$ cat src/rtl/alu_cpu_pkg.sv
// alu_cpu_pkg: shared definitions for the parametrised accumulator CPU.
//   - opcode constants OP_CLR..OP_NOP (3-bit instruction field)
//   - FSM state encoding (state_t: ST_IDLE, ST_EXEC, ST_MULT)
//   - params_ok(): legality check for WIDTH / MUL_UNROLL
package alu_cpu_pkg;

  localparam logic [2:0] OP_CLR  = 3'd0;
  localparam logic [2:0] OP_SHR  = 3'd1;
  localparam logic [2:0] OP_ADD  = 3'd2;
  localparam logic [2:0] OP_INC  = 3'd3;
  localparam logic [2:0] OP_SWAP = 3'd4;
  localparam logic [2:0] OP_CMP  = 3'd5;
  localparam logic [2:0] OP_MUL  = 3'd6;
  localparam logic [2:0] OP_NOP  = 3'd7;

  typedef enum logic [1:0] {
    ST_IDLE = 2'd0,
    ST_EXEC = 2'd1,
    ST_MULT = 2'd2
  } state_t;

  // WIDTH must be even and >= 4; MUL_UNROLL in {1,2,4} and dividing WIDTH/2.
  function automatic bit params_ok(input int width, input int unroll);
    return (width >= 4) && ((width % 2) == 0) &&
           ((unroll == 1) || (unroll == 2) || (unroll == 4)) &&
           (((width / 2) % unroll) == 0);
  endfunction

endpackage

$ cat src/rtl/alu_cpu_param_if.sv
// alu_cpu_param_if: host-side instruction/ready bus of the accumulator CPU.
//   data_in         operand for ADD / MUL (WIDTH bits)
//   instruction     3-bit opcode
//   new_instruction request strobe, qualified by ready
//   data_out        current accumulator value
//   ready           CPU idle and able to accept
//   carry, zero     status flags, present only with ALU_CPU_FLAGS_EN defined
// Modports: master = host sequencer, slave = CPU.
interface alu_cpu_param_if #(
  parameter int WIDTH = 16
);

  logic [WIDTH-1:0] data_in;
  logic [2:0]       instruction;
  logic             new_instruction;
  logic [WIDTH-1:0] data_out;
  logic             ready;
`ifdef ALU_CPU_FLAGS_EN
  logic             carry;
  logic             zero;
`endif

  modport master (
    output data_in,
    output instruction,
    output new_instruction,
`ifdef ALU_CPU_FLAGS_EN
    input  carry,
    input  zero,
`endif
    input  data_out,
    input  ready
  );

  modport slave (
    input  data_in,
    input  instruction,
    input  new_instruction,
`ifdef ALU_CPU_FLAGS_EN
    output carry,
    output zero,
`endif
    output data_out,
    output ready
  );

endinterface

$ cat src/rtl/alu_cpu_mul.sv
// alu_cpu_mul: iterative shift-add multiplier, (WIDTH/2) x (WIDTH/2) -> WIDTH.
// Retires MUL_UNROLL multiplier bits per clock, so a product takes
// WIDTH/(2*MUL_UNROLL) iterations after start.
//   clk, rst  system clock, synchronous active-high reset
//   start     load operands a, b (iterations begin on the following edges)
//   a, b      unsigned half-width operands
//   done      high during the last iteration cycle; product is final then
//   product   running sum including the current iteration
module alu_cpu_mul
  import alu_cpu_pkg::*;
#(
  parameter int WIDTH      = 16,
  parameter int MUL_UNROLL = 1
) (
  input  logic               clk,
  input  logic               rst,
  input  logic               start,
  input  logic [WIDTH/2-1:0] a,
  input  logic [WIDTH/2-1:0] b,
  output logic               done,
  output logic [WIDTH-1:0]   product
);

  localparam int HALF  = WIDTH / 2;
  localparam int ITERS = HALF / MUL_UNROLL;
  localparam int CW    = $clog2(ITERS + 1);

  if (!params_ok(WIDTH, MUL_UNROLL)) begin : g_param_check
    $error("alu_cpu_mul: WIDTH must be even and >= 4, MUL_UNROLL in {1,2,4} dividing WIDTH/2");
  end

  logic [CW-1:0]    cnt_q;
  logic [WIDTH-1:0] mcand_q;
  logic [HALF-1:0]  mplier_q;
  logic [WIDTH-1:0] acc_q;
  logic [WIDTH-1:0] acc_d;

  // Partial products for the MUL_UNROLL low multiplier bits of this iteration.
  always_comb begin
    acc_d = acc_q;
    for (int i = 0; i < MUL_UNROLL; i++) begin
      if (mplier_q[i]) acc_d = acc_d + (mcand_q << i);
    end
  end

  always_ff @(posedge clk) begin
    if (rst) begin
      cnt_q    <= '0;
      mcand_q  <= '0;
      mplier_q <= '0;
      acc_q    <= '0;
    end else if (start) begin
      cnt_q    <= CW'(ITERS);
      mcand_q  <= {{HALF{1'b0}}, a};
      mplier_q <= b;
      acc_q    <= '0;
    end else if (cnt_q != '0) begin
      cnt_q    <= cnt_q - CW'(1);
      mcand_q  <= mcand_q << MUL_UNROLL;
      mplier_q <= mplier_q >> MUL_UNROLL;
      acc_q    <= acc_d;
    end
  end

  // Terminal count: the iteration in flight is the last one.
  assign done    = (cnt_q == CW'(1));
  assign product = acc_d;

endmodule

$ cat src/rtl/alu_cpu_param.sv
// alu_cpu_param: parametrised single-accumulator CPU.
// A request is accepted when ready && new_instruction; single-cycle ops
// update AC one edge later, MUL runs WIDTH/(2*MUL_UNROLL) iterations in
// alu_cpu_mul and writes AC on its last edge. data_out always shows AC.
//   clk, rst  system clock, synchronous active-high reset
//   bus       alu_cpu_param_if slave (data_in, instruction, new_instruction,
//             data_out, ready; carry/zero with ALU_CPU_FLAGS_EN)
// Optional feature macro: ALU_CPU_FLAGS_EN (registered carry and zero flags).
//
// state   | meaning
// ST_IDLE | ready=1, waiting for new_instruction
// ST_EXEC | single-cycle op latched, AC written on the next edge
// ST_MULT | multiplier iterating, AC written on its last iteration
module alu_cpu_param
  import alu_cpu_pkg::*;
#(
  parameter int WIDTH      = 16,
  parameter int MUL_UNROLL = 1
) (
  input  logic             clk,
  input  logic             rst,
  alu_cpu_param_if.slave   bus
);

  localparam int HALF = WIDTH / 2;

  state_t           state_q, state_d;
  logic [WIDTH-1:0] ac_q, ac_d;
  logic [WIDTH-1:0] operand_q;
  logic [2:0]       op_q;
  logic             ac_we;
  logic             accept;
  logic             mul_start;
  logic             mul_done;
  logic [WIDTH-1:0] mul_product;
  logic [WIDTH:0]   alu_out;   // {carry, result}

  assign bus.ready    = (state_q == ST_IDLE);
  assign bus.data_out = ac_q;
  assign accept       = bus.ready && bus.new_instruction;
  assign mul_start    = accept && (bus.instruction == OP_MUL);

  // Operands are taken straight off the bus at accept, so data_in may change afterwards.
  alu_cpu_mul #(
    .WIDTH      (WIDTH),
    .MUL_UNROLL (MUL_UNROLL)
  ) u_mul (
    .clk     (clk),
    .rst     (rst),
    .start   (mul_start),
    .a       (ac_q[HALF-1:0]),
    .b       (bus.data_in[HALF-1:0]),
    .done    (mul_done),
    .product (mul_product)
  );

  always_comb begin
    alu_out = {1'b0, ac_q};
    case (op_q)
      OP_CLR:  alu_out = '0;
      OP_SHR:  alu_out = {ac_q[0], 1'b0, ac_q[WIDTH-1:1]};
      OP_ADD:  alu_out = {1'b0, ac_q} + {1'b0, operand_q};
      OP_INC:  alu_out = {1'b0, ac_q} + {{WIDTH{1'b0}}, 1'b1};
      OP_SWAP: alu_out = {1'b0, ac_q[HALF-1:0], ac_q[WIDTH-1:HALF]};
      OP_CMP:  alu_out = {1'b0, ~ac_q};
      default: alu_out = {1'b0, ac_q};
    endcase
  end

  always_comb begin
    state_d = state_q;
    ac_we   = 1'b0;
    ac_d    = ac_q;
    case (state_q)
      ST_IDLE: begin
        if (bus.new_instruction) begin
          state_d = (bus.instruction == OP_MUL) ? ST_MULT : ST_EXEC;
        end
      end
      ST_EXEC: begin
        ac_we   = 1'b1;
        ac_d    = alu_out[WIDTH-1:0];
        state_d = ST_IDLE;
      end
      ST_MULT: begin
        if (mul_done) begin
          ac_we   = 1'b1;
          ac_d    = mul_product;
          state_d = ST_IDLE;
        end
      end
      default: state_d = ST_IDLE;
    endcase
  end

  always_ff @(posedge clk) begin
    if (rst) begin
      state_q   <= ST_IDLE;
      ac_q      <= '0;
      op_q      <= OP_NOP;
      operand_q <= '0;
    end else begin
      state_q <= state_d;
      if (accept) begin
        op_q      <= bus.instruction;
        operand_q <= bus.data_in;
      end
      if (ac_we) ac_q <= ac_d;
    end
  end

`ifdef ALU_CPU_FLAGS_EN
  logic carry_q;
  logic zero_q;

  // Only EXEC ops can produce a carry; a MUL write-back clears it.
  always_ff @(posedge clk) begin
    if (rst) begin
      carry_q <= 1'b0;
      zero_q  <= 1'b1;
    end else if (ac_we) begin
      carry_q <= (state_q == ST_EXEC) ? alu_out[WIDTH] : 1'b0;
      zero_q  <= (ac_d == '0);
    end
  end

  assign bus.carry = carry_q;
  assign bus.zero  = zero_q;
`else
  logic unused_alu_carry;
  assign unused_alu_carry = alu_out[WIDTH];
`endif

endmodule
$ cat src/flat_wrapper.sv
// flat-port wrapper written by rule: the top's interface ports become plain ports
module alu_cpu_param_flat import alu_cpu_pkg::*;
#(
  parameter int WIDTH      = 16,
  parameter int MUL_UNROLL = 1
)
  (clk, rst, bus_data_in, bus_instruction, bus_new_instruction, bus_data_out, bus_ready);
  alu_cpu_param_if #(.WIDTH(WIDTH)) bus_i ();
  input  logic clk;
  input  logic rst;
  input wire logic [$bits(bus_i.data_in)-1:0] bus_data_in;
  input wire logic [$bits(bus_i.instruction)-1:0] bus_instruction;
  input wire logic [$bits(bus_i.new_instruction)-1:0] bus_new_instruction;
  output wire logic [$bits(bus_i.data_out)-1:0] bus_data_out;
  output wire logic [$bits(bus_i.ready)-1:0] bus_ready;
  assign bus_i.data_in = bus_data_in;
  assign bus_i.instruction = bus_instruction;
  assign bus_i.new_instruction = bus_new_instruction;
  assign bus_data_out = bus_i.data_out;
  assign bus_ready = bus_i.ready;
  alu_cpu_param #(.WIDTH(WIDTH), .MUL_UNROLL(MUL_UNROLL)) u_core (.clk(clk), .rst(rst), .bus(bus_i));
endmodule
$ cat config.mk
export PLATFORM = sky130hd
export DESIGN_NAME = alu_cpu_param_flat
export DESIGN_NICKNAME = d
export VERILOG_FILES = /design/src/rtl/alu_cpu_pkg.sv /design/src/rtl/alu_cpu_param_if.sv /design/src/rtl/alu_cpu_mul.sv /design/src/rtl/alu_cpu_param.sv /design/src/flat_wrapper.sv
export SDC_FILE = /design/constraint.sdc
export NUM_CORES = 1
export LEC_CHECK = 0
export CORE_MARGIN = 1.5
export CORE_UTILIZATION = 50
export CTS_CLUSTER_SIZE = 40
export DETAILED_ROUTE_END_ITERATION = 6
export PLACE_DENSITY_LB_ADDON = 0.3
export SLEW_MARGIN = 25
export SYNTH_ARGS = -nofsm -noshare
export SYNTH_HDL_FRONTEND = slang
export SYNTH_SLANG_ARGS = --single-unit
$ cat constraint.sdc
create_clock -name clk -period 7.54 [get_ports clk]
set_clock_uncertainty 0.1 [all_clocks]
set_input_delay 1.131 -clock clk [delete_from_list [all_inputs] [get_ports clk]]
set_output_delay 1.131 -clock clk [all_outputs]
set_load 0.005 [all_outputs]
Word-level counts from Yosys, hierarchy flattened
Index checks and enable logic that the tools add are counted. Widths: inputs -> output; s select.

Latch bits: 0. Logic and storage cells: 53. Bits in read-only memories: 0. Flip-flop bits (word level): 81. Output and inout bits: 17. Bits of input ports: 22. Memories: 0. RAM bits: 0.

Equality and inequality tests: 12. $lt $le $gt $ge: 0. Shift operators: 0. Reduce and logical (&&, ||, !) cells: 10. Bitwise logic cells: 1. Div/mod/pow operators: 0. Muxes and demuxes: 16. Add/subtract/negate cells: 4. Multiply operators: 0.

Operator list (count): $pmux 16 s6 (1); $add 16x16->16 (2); $mux 16 (2); $mux 8 (4); $pmux 16 s2 (1); $add 16x1->16 const B (1); $not 16->16 (1); $eq 3x3->1 const B (3); $mux 4 (2); $ne 7x7->1 const B (1); $eq 3x2->1 const B (2); $mux 2 (3); $eq 4x1->1 const B (1); $pmux 2 s2 (1); $reduce_and 4->1 (1); $reduce_bool 2->1 (2); $reduce_bool 4->1 (1); $sub 4x1->4 const B (1); $eq 3x1->1 const B (1); $logic_not 3->1 (1); $eq 2x1->1 const B (1); $eq 2x2->1 const B (1); $logic_and 1x1->1 (2); $logic_not 2->1 (1); 6 further kinds (6).

Longest topological paths before layout
Gate-level depths: netlist of run 1.

Word-level depth: 4. Gate-level depth with buffers: 13. Mapped depth without buffers: 12.

Cells and area by module
Synthesis of run 1 repeated with hierarchy kept, for this count alone.

Cells, all modules: 740. Area, all modules: 5705.5 um^2.

Modules (own cells, without submodules): alu_cpu_param (seq. area each 740.7 um^2, instances 1, area an instance 2955.3 um^2, cells each 388); alu_cpu_mul (seq. area each 880.8 um^2, instances 1, area an instance 2750.1 um^2, cells each 352).

Worst setup path before layout of run 1
OpenSTA, ideal clock, no wires.

Path type: register to register. From: register u_core.op_q[2]. To: register u_core.ac_q[14], in the netlist u_core.bus.data_out[14]. Data arrival time: 2.742 ns. Stages on the path, launching flop included: 12. Path slack: 4.617 ns. Data required time: 7.359 ns. Path through: dfxtp_1 > buf_2 > nand3b_1 > and2_1 > ha_1 > nor2b_4 > o31a_1 > o311ai_2 > nor2_1 > o31a_1 > or3_1 > a41oi_1.

Longest elaborated chain between the ends: 3. Elaborated cells between the ends (all ways): 10. Those cells by class: 6 x eq/ne; 2 x mux; 2 x reduce/logical.

RTL lines: start, declared (line alu_cpu_param.sv:30) `logic [2:0] op_q;`; start signal, assigned (line alu_cpu_param.sv:105) `op_q <= bus.instruction;`; $eq 3x3->1, or another cell as far along (line alu_cpu_param.sv:59) `case (op_q)`; $pmux 16 s6 or $ne 7x7->1 (tied branches); $pmux 16 s2 or $reduce_and 4->1 (tied branches); end signal, assigned (line alu_cpu_param.sv:99) `ac_q <= '0;`; end signal, assigned (line alu_cpu_param.sv:108) `if (ac_we) ac_q <= ac_d;`; end, declared (line alu_cpu_param.sv:28) `logic [WIDTH-1:0] ac_q, ac_d;`.

Parallel ways exist; a longest one is shown, timed or not. A chain may end at the register's enable or synchronous reset.

Worst setup path after layout of run 1
From: register u_core.op_q[0]. To: register u_core.ac_q[14], in the netlist u_core.bus.data_out[14].

Same word-level chain as after synthesis.

==> results of run 1 <==
## Yosys cell counts (2+ instances only)
| cell | count | area, µm² |
|---|---|---|
| nand4_1 | 3 | 18.8 |
| o21a_1 | 7 | 52.6 |
| a221oi_1 | 10 | 87.6 |
| o22ai_1 | 3 | 18.8 |
| a21o_2 | 2 | 17.5 |
| o31ai_1 | 3 | 22.5 |
| ha_1 | 36 | 450 |
| a221o_1 | 4 | 40.0 |
| and2_1 | 19 | 119 |
| o31a_1 | 3 | 26.3 |
| clkbuf_1 | 36 | 135 |
| or4_1 | 2 | 15.0 |
| xor2_1 | 6 | 52.6 |
| nand3_1 | 10 | 50.1 |
| o21bai_1 | 3 | 22.5 |
| nor2b_1 | 9 | 56.3 |
| a31o_1 | 2 | 17.5 |
| mux2_2 | 7 | 78.8 |
| a22oi_1 | 2 | 15.0 |
| nor2_1 | 67 | 251 |
| xnor2_1 | 18 | 158 |
| a21o_1 | 2 | 15.0 |
| buf_1 | 4 | 15.0 |
| dfxtp_1 | 81 | 1620 |
| nand3b_1 | 9 | 67.6 |
| inv_1 | 23 | 86.3 |
| fa_1 | 2 | 40.0 |
| a311oi_1 | 19 | 166 |
| nand2b_1 | 9 | 56.3 |
| mux2i_1 | 15 | 150 |
| o211ai_1 | 8 | 60.1 |
| nand2_1 | 145 | 544 |
| o211a_1 | 2 | 20.0 |
| buf_2 | 3 | 15.0 |
| a31oi_1 | 2 | 12.5 |
| o21ai_0 | 26 | 130 |
| a21oi_1 | 71 | 355 |
| nor3_1 | 11 | 55.1 |
| a211oi_1 | 16 | 120 |
| or3_1 | 6 | 37.5 |
## state kept, by name, indices dropped and copies added, names as in the netlist
register,count
u_core.u_mul.mcand_q,16
u_core.op_q,3
u_core.operand_q,16
u_core.bus.data_out,16
u_core.u_mul.cnt_q,4
u_core.u_mul.mplier_q,8
u_core.u_mul.acc_q,16
u_core.state_q,2
## final cells by class
type	count	share of cell area, %
clock inverters	3	0.289
repair buffers	44	6.93
multi-input cells	579	59.3
inverters	24	1.49
flip-flops and latches	81	26.7
clock buffers	11	2.50
well taps	136	2.81
## worst paths after layout
kind / to / depth (start not counted)
worst min-delay path: u_core.operand_q[2] / 2
worst max-delay path: u_core.bus.data_out[14] / 10
worst min register to register: u_core.operand_q[2] / 2
worst max register to register: u_core.bus.data_out[14] / 10
## cells in the final DEF, fill, tap and decap left out, drive strengths merged, types with 4 or more instances in the layout
cell,n
o21ai,26
and2,19
a221oi,11
o211ai,8
nor3,11
xnor2,18
nand2b,9
nand3b,9
ha,36
inv,23
clkbuf,11
a211oi,16
dfxtp,81
or3,6
nor2b,10
xor2,6
nor2,67
nand2,145
buf,7
o21a,7
a21oi,71
a221o,5
a311oi,19
mux2,7
a21o,4
mux2i,15
clkdlybuf4s50,37
nand3,10
## layer usage
layer	up-vias	wire, µm
met5	-	0
met4	0	389
met3	29	977
met2	197	7190
met1	2479	6410
li1	2603	-
## power breakdown
group          internal (µW)  total [µW]  switching [µW]
Combinational            131         358             227
Clock                    133         295             162
Sequential               462         500            37.6
## per-stage QoR
stage | cells | hold slack (ns)
floorplan | 727 | 0.331
detailed placement | 864 | 0.347
global placement | 864 | 0.343
finish | 878 | 0.358
CTS | 878 | 0.358
global route | 878 | 0.376
## kinds of logic after synthesis
family	synth area share, %
AND/OR/NAND/NOR	24.3
AO/OA/AOI/OAI	24.4
flip-flops	29.7
buffers and inverters	4.67
adder cells (fa/ha/maj)	8.97
XOR/XNOR	3.84
multiplexers	4.19
## worst max-delay path, stage by stage, from the launching register on
cell and delay (ns):
dfxtp_1 0.97, nand3b_1 0.62, and2_1 0.38, ha_1 0.32, nor2b_4 0.15, o31a_1 0.31, o311ai_2 0.41, nor2_1 0.09
o31a_1 0.26, or3_1 0.35, a41oi_1 0.19
==> impl_results.md, run 1 <==
- Status: finished clean
- Area growth syn-to-layout: 10.9%
- GRT busiest layer: met2
- Synthesized area per cell: 7.52 µm²
- Multi-input gate area: 0.00359 mm²
- Top Ports: 39
- Design area: 0.00606 mm²
- Pwr/cell area: 190 mW/mm²
- GRT met1 Usage: 34.1%
- Hold-fix buffers, CTS: 0
- Initial DRC count: 383
- RR Startpoint: u_core.op_q[0]
- DR WL/cell: 17.0 µm
- Worst setup margin: 3.31 ns
- GPL Wtd Cong: 0.934
- Met3 Use GR: 4.66%
- Worst skew pair latency: 0.38 ns
- Peak VDD IR: 0.232 mV
- GR Util met2: 45.2%
- Post-route ant nets: 0
- Overall power: 1150 µW
- Slew Viols, Final: 0
- Leakage: 0.00232 µW
- FF+latch area: 0.00162 mm²
- Post-place setup slack: 3.38 ns
- Worst Tran Pin Value: 0.985 ns
- CTS tree: built
- Required time of the critical path: 7.74 ns
- Fin nets: 799
- Final setup fails: 0
- H-tree levels: 3
- Critical Path Sink Type: flip-flop
- GRT overflow: 0
- Via density per instance: 6.05
- Routed wire length: 15.0 mm
- Post-route clock period utilization: 56.1%
- Synth warn: 0
- Share of post-route cells with drive strength above 1: 5.26%
- Critical path launch point type: flip-flop
- DR pass1 iterations: 5
- Core ar.: 0.0105 mm²
- Die span in y: 108 µm
- Number of antenna diodes: 0
- Synthesis-stage register bit count: 81
- Fmax: 236 MHz
- Sink Count: 81
- Final core utilization: 58.0%
- GRT Overall Usage: 27.2%
- Die footprint: 0.0116 mm²
- Asr flop ratio synth: 0%
- Most used DFF post-synth: dfxtp_1
- Initial antenna violation count: 0
- MaxCap Viol Count: 0
- Post-CTS Resized: 0
- Min Tclk post-route: 4.23 ns
- Worst hold path class: reg -> reg
- Fillcell total: 1026
- Critical Setup Path Class: reg -> reg
- Postcts setup bufs: 0
- Via Count: 5308
- Input/output buffers: 38
- Post-DP HPWL: 10.8 mm
- First-pass GRT wire length: 24.5 mm
- Initial Util: 52.3%
- Clk slew on worst S/H paths: 0.08 ns
- # DRC: 0
- DP Area: 0.00589 mm²
- Die X: 108 µm
- Seq/Total Area, Yosys: 29.7%
- Final Hold Fails: 0
- Pin count of the biggest net entering global routing: 57
- Vias in the first global route: 5019
- R2r setup slk: 3.31 ns
- Post-synth EDFFs: 0
- FP Rows: 37
- Max Buffers Root-to-Sink: 2
- Max transition margin: 34.2%
- Number of distinct library cells after synthesis: 61
- Synthesized area: 0.00547 mm²
- CTS Buf Count: 9
- Hold Crit Start: u_core.operand_q[2]
- CP startpoint: u_core.op_q[0]
- Syn Inst Count: 727
- TNS Setup: 0 ns
- RSZ-0062 raised after global routing: no
- Arr. time, crit path: 4.43 ns
- Largest fanout on the critical path: 33
- Root cell of the clock tree: clkbuf_8
- Mapped Nets: 787
No activity file was read; power rests on OpenSTA's default activity.
==> inputs of run 2 (changes only) <==
==> constraint.sdc (replaced) <==
create_clock -name clk -period 3.65 [get_ports clk]
set_clock_uncertainty 0.1 [all_clocks]
set_input_delay 0.5475 -clock clk [delete_from_list [all_inputs] [get_ports clk]]
set_output_delay 0.5475 -clock clk [all_outputs]
set_load 0.005 [all_outputs]
==> impl_results.md, run 2 (same netlist as run 1, synthesis figures left out) <==
- Status: finished clean
- Worst hold path class: reg -> reg
- Metal-1 WL: 6.54 mm (+2.0%)
- # DRC: 0 (unchanged)
- Fin cells: 888 (+1.1%)
- Post-route clock period utilization: 91.3% (+35 points)
- Critical path launch point type: flip-flop
- Most Frequent Cell on Critical Path: o31a_1
- Fmax: 300 MHz (+27%)
- GRT Overall Usage: 26.2% (-1.0 points)
- Commonest cells after routing, fill and taps aside: nand2_1, dfxtp_1, a21oi_1, nor2_1, clkdlybuf4s50_1
- Core ar.: 0.0105 mm² (unchanged)
- Number of antenna diodes: 0 (unchanged)
- Arr. time, crit path: 3.52 ns (-0.91 ns)
- Worst hold path depth: 2 (unchanged)
- Max transition margin: 48.3% (+14 points)
- DP Area: 0.00595 mm² (+1.0%)
- DR pass1 iterations: 6 (+1)
- Via Count: 5363 (+1.0%)
- Fin nets: 807 (+1.0%)
- Critical Path Stages: 10 (unchanged)
- Crit path max-delay cell type: nand3b_1
- WP buf/inv: 0 (unchanged)
- Top Metal Used: met4
- GPL Wtd Cong: 0.914 (-2.1%)
- Pin count of the biggest net entering global routing: 39 (-32%)
- H-tree levels: 3 (unchanged)
- FP Rows: 37 (unchanged)
- Via density per instance: 6.04 (-0.10%)
- Area growth syn-to-layout: 13.2%
- Final Hold Fails: 0 (unchanged)
- Ordered cell list for the critical path: nand3b_1 > and2_1 > ha_1 > nor2b_4 > o31a_1 > o311ai_2 > nor2_1 > o31a_1 > or3_1 > a41oi_1
- Vias in the first global route: 5014 (-0.10%)
- Inst Count DP: 872 (+0.93%)
- DR WL/cell: 16.4 µm (-3.5%)
- Critical Setup Path Class: reg -> reg
- Post-CTS Resized: 0 (unchanged)
- Initial antenna violation count: 0 (unchanged)
- Metal3 WL: 952 µm (-2.6%)
- Post-route ant nets: 0 (unchanged)
- Max Buffers Root-to-Sink: 2 (unchanged)
- Sink Count: 81 (unchanged)
- Pwr/cell area: 414 mW/mm² (+120%)
- Worst Hold End: u_core.operand_q[0]
- Root cell of the clock tree: clkbuf_8
- Final setup fails: 0 (unchanged)
- MaxCap Viol Count: 0 (unchanged)
- RR Startpoint: u_core.op_q[2]
- CTS Buf Count: 9 (unchanged)
- Largest fanout on the critical path: 16 (-52%)
- Routed wire length: 14.6 mm (-2.4%)
- Peak VDD IR: 0.551 mV (+140%)
- Reg2reg end: u_core.bus.data_out[14]
- Initial Util: 52.3% (unchanged)
- Most common cell after layout, fill and taps aside: nand2_1
- CTS tree: built
- Input/output buffers: 38 (unchanged)
- Overall power: 2560 µW (+120%)
- Postcts setup bufs: 0 (unchanged)
- Share of post-route cells with drive strength above 1: 6.38% (+1.1 points)
- Clk slew on worst S/H paths: 0.08 ns (about the same)
- Required time of the critical path: 3.84 ns (-3.90 ns)
- TNS Setup: 0 ns (unchanged)
- Post-DP HPWL: 10.9 mm (+1.4%)
- R2r setup slk: 0.32 ns (-2.99 ns)
- Leakage: 0.00240 µW (+3.2%)
- Die X: 108 µm (unchanged)
- Initial DRC count: 552 (+44%)
- Worst Tran Pin Value: 0.773 ns (-0.212 ns)
- Met2 routed WL: 6.74 mm (-6.3%)
- Die footprint: 0.0116 mm² (unchanged)
- Slew Viols, Final: 0 (unchanged)
- First-pass GRT wire length: 24.0 mm (-2.1%)
- Top Ports: 39 (unchanged)
- Worst stage delay on the critical path: 0.42 ns (-0.55 ns)
- RSZ-0062 raised after global routing: no
- Hold-fix buffers, CTS: 0 (unchanged)
- Design area: 0.00619 mm² (+2.1%)
- Hold Crit Start: u_core.operand_q[0]
- GRT overflow: 0 (unchanged)
- Reg2Reg Depth: 10 (unchanged)
- Critical Path Sink Type: flip-flop
- Worst skew pair latency: 0.37 ns (about the same)
- Min Tclk post-route: 3.33 ns (-0.901 ns)
- Delay-heaviest family, CP: simple AND/OR/NAND/NOR gates
- Die span in y: 108 µm (unchanged)
run 2: tightest hold or removal path: stages, from the launching register on:
cell and delay [ns]:
dfxtp_1 0.31, nand2_1 0.05, a21oi_1 0.05
run 2: routing by layer:
metal,vias up,track usage (%)
met5,-,0
met4,0,9.96
met3,34,4.60
met2,200,41.6
met1,2508,35.4
li1,2621,-
run 2: area by class of cell:
type	instances	area, µm²
inverters	24	90.1
flip-flops and latches	81	1620
well taps	136	170
fillers	986	4270
clock buffers	12	165
repair buffers	52	480
multi-input cells	579	3590
clock inverters	4	73.8
run 2: metrics by stage:
stage / setup WS, ns / utilization [%] / hold slack (ns)
after floorplan: 0.727 / - / 0.331
after global placement: 0.475 / 56.9 / 0.341
after detailed placement: 0.365 / 56.9 / 0.345
after CTS: 0.329 / 59.2 / 0.356
after global routing: 0.0592 / 59.2 / 0.385
final: 0.319 / 59.2 / 0.359
run 2: where the power goes:
group / internal, µW / switching [µW]
clock: 442 / 340
combinational: 279 / 485
sequential: 954 / 62.0
total: 1670 / 887
run 2: how the worst max path moves through the flow:
stage                     slack [ns]                       to      startpoint
after detailed placement        0.37  u_core.bus.data_out[14]  u_core.op_q[2]
final                           0.32  u_core.bus.data_out[14]  u_core.op_q[2]
after global placement          0.47  u_core.bus.data_out[14]  u_core.op_q[2]
after floorplan                 0.73  u_core.bus.data_out[14]  u_core.op_q[2]
after CTS                       0.33  u_core.bus.data_out[14]  u_core.op_q[2]
after global routing            0.06  u_core.bus.data_out[14]  u_core.op_q[2]
